--- src/rtl/picorv32_ahb_single_master.sv ---
`default_nettype none
// ============================================================================
// Module      : picorv32_ahb_single_master
// Description : Single-outstanding AHB 2.0 master for the PicoRV32 subsystem.
//               It takes one request from the memory adapter and issues one
//               SINGLE transfer on the GRLIB AHB bus. It handles arbitration,
//               wait states, and ERROR, RETRY and SPLIT responses.
// Revision    : 1.0 - initial release
// ============================================================================
module picorv32_ahb_single_master #(
  parameter int RETRY_LIMIT = 0
) (
  input  logic        clk,
  input  logic        reset,
  // Upstream request interface
  input  logic        ui_read,
  input  logic        ui_write,
  input  logic [31:0] ui_addr,
  input  logic [2:0]  ui_size,
  input  logic [31:0] ui_wdata,
  input  logic [3:0]  ui_prot,
  input  logic        ui_lock,
  output logic        ui_next,
  output logic        ui_ready,
  output logic [31:0] ui_rdata,
  output logic        ui_error,
  // AHB master interface
  output logic        hbusreq,
  input  logic        hgrant,
  output logic [31:0] haddr,
  output logic [1:0]  htrans,
  output logic        hwrite,
  output logic [2:0]  hsize,
  output logic [2:0]  hburst,
  output logic [3:0]  hprot,
  output logic        hmastlock,
  output logic [31:0] hwdata,
  input  logic        hready,
  input  logic [1:0]  hresp,
  input  logic [31:0] hrdata
);

  typedef enum logic [2:0] {
    ST_IDLE  = 3'd0,
    ST_REQ   = 3'd1,
    ST_ADDR  = 3'd2,
    ST_DATA  = 3'd3,
    ST_RETRY = 3'd4
  } state_t;

  localparam logic [1:0] HTRANS_IDLE   = 2'b00;
  localparam logic [1:0] HTRANS_NONSEQ = 2'b10;
  localparam logic [1:0] HRESP_OKAY    = 2'b00;
  localparam logic [1:0] HRESP_ERROR   = 2'b01;
  localparam logic [7:0] RETRY_MAX     = 8'(RETRY_LIMIT);
  localparam bit         RETRY_BOUNDED = (RETRY_LIMIT != 0);

  state_t      state;
  state_t      state_nxt;

  // Holding registers for the request being serviced
  logic [31:0] addr_q;
  logic [2:0]  size_q;
  logic [31:0] wdata_q;
  logic [3:0]  prot_q;
  logic        lock_q;
  logic        write_q;

  logic [7:0]  retry_cnt;
  logic        next_done;   // ui_next already given for this request

  logic        req_valid;
  logic        req_illegal;
  logic        accept;

  // Decisions produced by the next-state logic, registered below
  logic        next_set;
  logic        ready_set;
  logic        error_set;
  logic        rdata_cap;
  logic        retry_inc;

  assign hburst    = 3'b000;
  assign req_valid = ui_read | ui_write;

  // Sizes above word, or sub-word accesses not naturally aligned, are refused
  assign req_illegal = (ui_size > 3'd2) ||
                       ((ui_size == 3'd1) && ui_addr[0]) ||
                       ((ui_size == 3'd2) && (ui_addr[1:0] != 2'b00));

  // The ui_ready cycle is excluded so a requester still holding its strobe
  // while a response pulse is out is not mistaken for a second request.
  assign accept = (state == ST_IDLE) && req_valid && !ui_ready;

  // State register
  always_ff @(posedge clk or posedge reset) begin
    if (reset) begin
      state <= ST_IDLE;
    end else begin
      state <= state_nxt;
    end
  end

  // Next-state, response decisions and bus outputs
  always_comb begin
    state_nxt = state;
    next_set  = 1'b0;
    ready_set = 1'b0;
    error_set = 1'b0;
    rdata_cap = 1'b0;
    retry_inc = 1'b0;
    hbusreq   = 1'b0;
    htrans    = HTRANS_IDLE;
    haddr     = 32'h0;
    hwrite    = 1'b0;
    hsize     = 3'b000;
    hprot     = 4'h0;
    hmastlock = 1'b0;
    hwdata    = 32'h0;

    case (state)
      ST_IDLE: begin
        if (accept) begin
          if (req_illegal) begin
            next_set  = 1'b1;
            ready_set = 1'b1;
            error_set = 1'b1;
          end else begin
            state_nxt = ST_REQ;
          end
        end
      end

      ST_REQ: begin
        hbusreq = 1'b1;
        if (hgrant && hready) begin
          state_nxt = ST_ADDR;
        end
      end

      ST_ADDR: begin
        hbusreq   = lock_q;
        htrans    = HTRANS_NONSEQ;
        haddr     = addr_q;
        hwrite    = write_q;
        hsize     = size_q;
        hprot     = prot_q;
        hmastlock = lock_q;
        if (hready) begin
          // A reissued transfer after RETRY/SPLIT is not re-announced upstream
          next_set  = !next_done;
          state_nxt = ST_DATA;
        end
      end

      ST_DATA: begin
        hbusreq = lock_q;
        if (write_q) begin
          hwdata = wdata_q;
        end
        if (hready) begin
          // Completion; a non-OKAY response with hready high is malformed
          // and reported as an error rather than silently accepted.
          ready_set = 1'b1;
          state_nxt = ST_IDLE;
          if (hresp != HRESP_OKAY) begin
            error_set = 1'b1;
          end else begin
            rdata_cap = !write_q;
          end
        end else if (hresp == HRESP_ERROR) begin
          // First ERROR cycle; the pulse lands on the closing hready cycle
          ready_set = 1'b1;
          error_set = 1'b1;
          state_nxt = ST_IDLE;
        end else if (hresp[1]) begin
          // RETRY or SPLIT first cycle
          retry_inc = 1'b1;
          state_nxt = ST_RETRY;
        end
      end

      ST_RETRY: begin
        hbusreq = lock_q;
        if (hready) begin
          if (RETRY_BOUNDED && (retry_cnt == RETRY_MAX)) begin
            ready_set = 1'b1;
            error_set = 1'b1;
            state_nxt = ST_IDLE;
          end else begin
            state_nxt = ST_REQ;
          end
        end
      end

      default: begin
        state_nxt = ST_IDLE;
      end
    endcase
  end

  // Capture the request into the holding registers on acceptance
  always_ff @(posedge clk or posedge reset) begin
    if (reset) begin
      addr_q  <= 32'h0;
      size_q  <= 3'b000;
      wdata_q <= 32'h0;
      prot_q  <= 4'h0;
      lock_q  <= 1'b0;
      write_q <= 1'b0;
    end else if (accept) begin
      addr_q  <= ui_addr;
      size_q  <= ui_size;
      wdata_q <= ui_wdata;
      prot_q  <= ui_prot;
      lock_q  <= ui_lock;
      write_q <= ui_write;
    end
  end

  // Saturating retry counter and once-per-request ui_next tracking
  always_ff @(posedge clk or posedge reset) begin
    if (reset) begin
      retry_cnt <= 8'h00;
      next_done <= 1'b0;
    end else if (state == ST_IDLE) begin
      retry_cnt <= 8'h00;
      next_done <= 1'b0;
    end else begin
      if (retry_inc && (retry_cnt != 8'hFF)) begin
        retry_cnt <= retry_cnt + 8'h01;
      end
      if (next_set) begin
        next_done <= 1'b1;
      end
    end
  end

  // Registered upstream pulses and read data
  always_ff @(posedge clk or posedge reset) begin
    if (reset) begin
      ui_next  <= 1'b0;
      ui_ready <= 1'b0;
      ui_error <= 1'b0;
      ui_rdata <= 32'h0;
    end else begin
      ui_next  <= next_set;
      ui_ready <= ready_set;
      ui_error <= error_set;
      if (rdata_cap) begin
        ui_rdata <= hrdata;
      end
    end
  end

endmodule
`default_nettype wire

--- config.mk ---
export PLATFORM = sky130hd
export DESIGN_NAME = picorv32_ahb_single_master
export DESIGN_NICKNAME = d
export VERILOG_FILES = /design/src/rtl/picorv32_ahb_single_master.sv
export SDC_FILE = /design/constraint.sdc
export NUM_CORES = 1
export LEC_CHECK = 0
export ABC_AREA = 1
export CAP_MARGIN = 20
export CORE_UTILIZATION = 30
export CTS_CLUSTER_SIZE = 8
export DETAILED_ROUTE_END_ITERATION = 10
export PLACE_DENSITY = 0.7
export REMOVE_ABC_BUFFERS = 1
export SLEW_MARGIN = 20
export SYNTH_ARGS = -nofsm -noshare
export SYNTH_HDL_FRONTEND = slang
export SYNTH_SLANG_ARGS = --single-unit
--- constraint.sdc ---
create_clock -name clk -period 4.7 [get_ports clk]
set_input_delay 0.94 -clock clk [delete_from_list [all_inputs] [get_ports clk]]
set_output_delay 0.94 -clock clk [all_outputs]
set_load 0.01 [all_outputs]
==> results.sh <==
export IMPL_n_antenna_cell=0
export IMPL_grt_pass1_vias=4105
export IMPL_r2r_end="next_done$_DFFE_PP0P_"
export IMPL_crit_path_start="state[0]$_DFFE_PP0P_"
export IMPL_reg2regPathDepth=8
export IMPL_dpl_cell_area_um2=7320
export IMPL_nets=950
export IMPL_worst_pin_slew_ps=1040
export IMPL_crit_chain="nand2_1, nor2_2, clkinv_1, nor3_1, clkdlybuf4s50_1"
export IMPL_slowest_stage="clkinv_1"
export IMPL_grtUsageTotal_pct=15.3
export IMPL_fp_row_count=46
export IMPL_ant_nets=0
export IMPL_antenna_found_initial=0
export IMPL_numCtsBuffers=9
export IMPL_combPwrFrac_pct=41.4
export IMPL_avgRoutedWirePerCell_um=12.2
export IMPL_dieArea_um2=17100
export IMPL_reg2reg_slack_ps=2480
export IMPL_fmax_mhz=268
export IMPL_synth_top_area_share_pct=56.5
export IMPL_wl_met2_mm=5.67
export IMPL_first_iter_violations=164
export IMPL_worst_slack_ps=968
export IMPL_min_path_type="register to register"
export IMPL_synth_area_um2=4960
export IMPL_io_pins=226
export IMPL_place_inst=1043
export IMPL_grt_remaining_overflow=0
export IMPL_p_leak_nw=3.57
export IMPL_fin_crit_ps=3730
export IMPL_worstSetupStartpointType="register"
export IMPL_crit_required_ps=3760
export IMPL_switching_power_mw=1.45
export IMPL_layout_cells_non_filler=1059
export IMPL_area_growth_synth_to_final_pct=53.2
export IMPL_path_class="register to output port"
export IMPL_slew_headroom_pct=30.5
export IMPL_synth_warnings=0
export IMPL_die_h_um=131
export IMPL_setup_violations_final=0
export IMPL_post_cts_buffers=0
export IMPL_drt_pass1_iterations=4
export IMPL_intPower_mw=2.47
export IMPL_slowest_delay_ps=750
export IMPL_finish_utilization_pct=47.5
export IMPL_critPathMaxFanout=35
export IMPL_arrival_ps=2790
export IMPL_dp_hpwl_mm=9.05
export IMPL_cts_tree="yes"
export IMPL_dieWidth_um=131
export IMPL_drive_gt1_share_pct=3.32
export IMPL_gp_congestion=0.774
export IMPL_core_um2=16000
export IMPL_yosysUniqueCellTypes=25
export IMPL_switching_share_pct=36.9
export IMPL_vias=4491
export IMPL_min_to="wdata_q[6]$_DFFE_PP0P_"
export IMPL_synth_most_common_cell="nand2_1"
export IMPL_fin_skew_ps=9.70
export IMPL_holdCritStartpoint="wdata_q[6]$_DFFE_PP0P_"
export IMPL_end_kind="output port"
export IMPL_place_ws_ps=1330
export IMPL_fin_total_pwr_mw=3.92
export IMPL_met3_wirelength_mm=1.15
export IMPL_critPathTopFamily="buffers and inverters"
export IMPL_htreeDepth=3
export IMPL_hold_viol=0
export IMPL_rsz0062_at_grt="false"
export IMPL_ys_top_cells_by_area="dfrtp_1, nand2_1, inv_1"
export IMPL_hold_buffers=0
export IMPL_irDropWorstVdd_mv=0.216
export IMPL_tns_ps=0
export IMPL_drv_cap=0
export IMPL_fin_hold_ws_ps=473
export IMPL_wl_met1_mm=5.78
export IMPL_p_per_area_nw_per_um2=516
export IMPL_status="finished clean"
export IMPL_ys_async_sr_fraction_pct=100
export IMPL_whs_path_depth=2
export IMPL_pwr_share_seq_pct=39.7
export IMPL_synth_edf_count=0
export IMPL_ys_ff_latch=112
export IMPL_top_layer_used="met4"
export IMPL_grt_max_degree=118
export IMPL_path_clk_slew_ps=70
export IMPL_slew_viol_final=0
export IMPL_synth_common_cells="nand2_1, dfrtp_1, inv_1"
export IMPL_clock_latency_ps=350
export IMPL_port_buffers=221
export IMPL_clkPwrFrac_pct=18.9
export IMPL_netlist_top_cell_by_area="dfrtp_1"
export IMPL_stdcell_area_um2=7600
export IMPL_routed_wl_mm=12.9
export IMPL_start_util_pct=31.0
export IMPL_synth_ff_type="dfrtp_1"
export IMPL_synth_cells=634
export IMPL_worst_path_buf_inv=2
export IMPL_reg2reg_from="state[0]$_DFFE_PP0P_"
export IMPL_synth_seq_area_share_pct=56.5
export IMPL_grt_pass1_wl_mm=20.3
export IMPL_via_per_inst=4.24
export IMPL_cts_root_buf="clkbuf_16"
export IMPL_min_period_over_period_pct=79.4
export IMPL_ctsResizeCount=0
export IMPL_syn_avg_cell_area_um2=7.83
export IMPL_cts_buffer_depth=2
export IMPL_drc=0
export IMPL_clkSinkCount=112
-- power groups by stage --
stage	Clock, mW	Combinational (mW)	Sequential, mW
finish	0.742	1.62	1.56
global route	0.809	1.84	1.60
CTS	0.768	1.65	1.56
detailed placement	0	1.65	1.57
global placement	0	1.63	1.56
floorplan	0	0.829	1.61
-- cell usage in the layout (no fill, tap or decap), drive strengths merged --
master / instances
a211oi: 1
a21oi: 1
buf: 4
clkbuf: 10
clkdlybuf4s50: 221
clkinv: 5
clkinvlp: 1
conb: 4
dfrtp: 112
inv: 92
nand2: 218
nand3: 9
nand4: 2
nor2: 82
nor3: 2
o21ai: 78
o31ai: 1
-- worst min-delay path: cells and delay by family, from the launching register on --
family,cells,cell delay (ps)
flops,1,340
simple gates,2,100
-- layer usage --
layer | track usage [%] | vias to the layer above
li1 | - | 2293
met1 | 19.9 | 2005
met2 | 23.4 | 174
met3 | 4.68 | 19
met4 | 7.10 | 0
met5 | 0 | -
-- registers in the layout (all words and copies together) (netlist names) --
| register | count |
|---|---|
| addr_q | 32 |
| ui_rdata | 32 |
| wdata_q | 32 |
| prot_q | 4 |
| size_q | 3 |
| state | 3 |
| lock_q | 1 |
| next_done | 1 |
| ui_error | 1 |
| ui_next | 1 |
| ui_ready | 1 |
| write_q | 1 |
-- cell families (layout without fill, tap and decap cells) --
logic type | count (synthesis) | count (layout) | share of synthesized area [%]
other | 1 | 4 | 0.0756
flip-flops | 112 | 112 | 56.5
buffers and inverters | 127 | 333 | 10.6
AND/OR/NAND/NOR | 313 | 313 | 24.6
AO/OA/AOI/OAI | 81 | 81 | 8.27
-- final cells by class --
type                       instances  area, µm²
fill                            1595       8400
sequential                       112       2800
timing repair buffer             225       2250
multi-input combinational        398       1650
inverter                          92        348
tap                              216        270
clock buffer                      10        239
clock inverter                     6       43.8
-- how the worst max path moves through the flow --
stage	slack, ps	cells past startpoint	end
after global placement	1490	5	hwdata[0]
after CTS	940	5	hwdata[0]
final	970	5	hwdata[0]
after detailed placement	1330	5	hwdata[0]
after global routing	680	5	hwdata[0]
after floorplan	800	1	addr_q[0]$_DFFE_PP0P_
(Power assumes the default switching activity.)
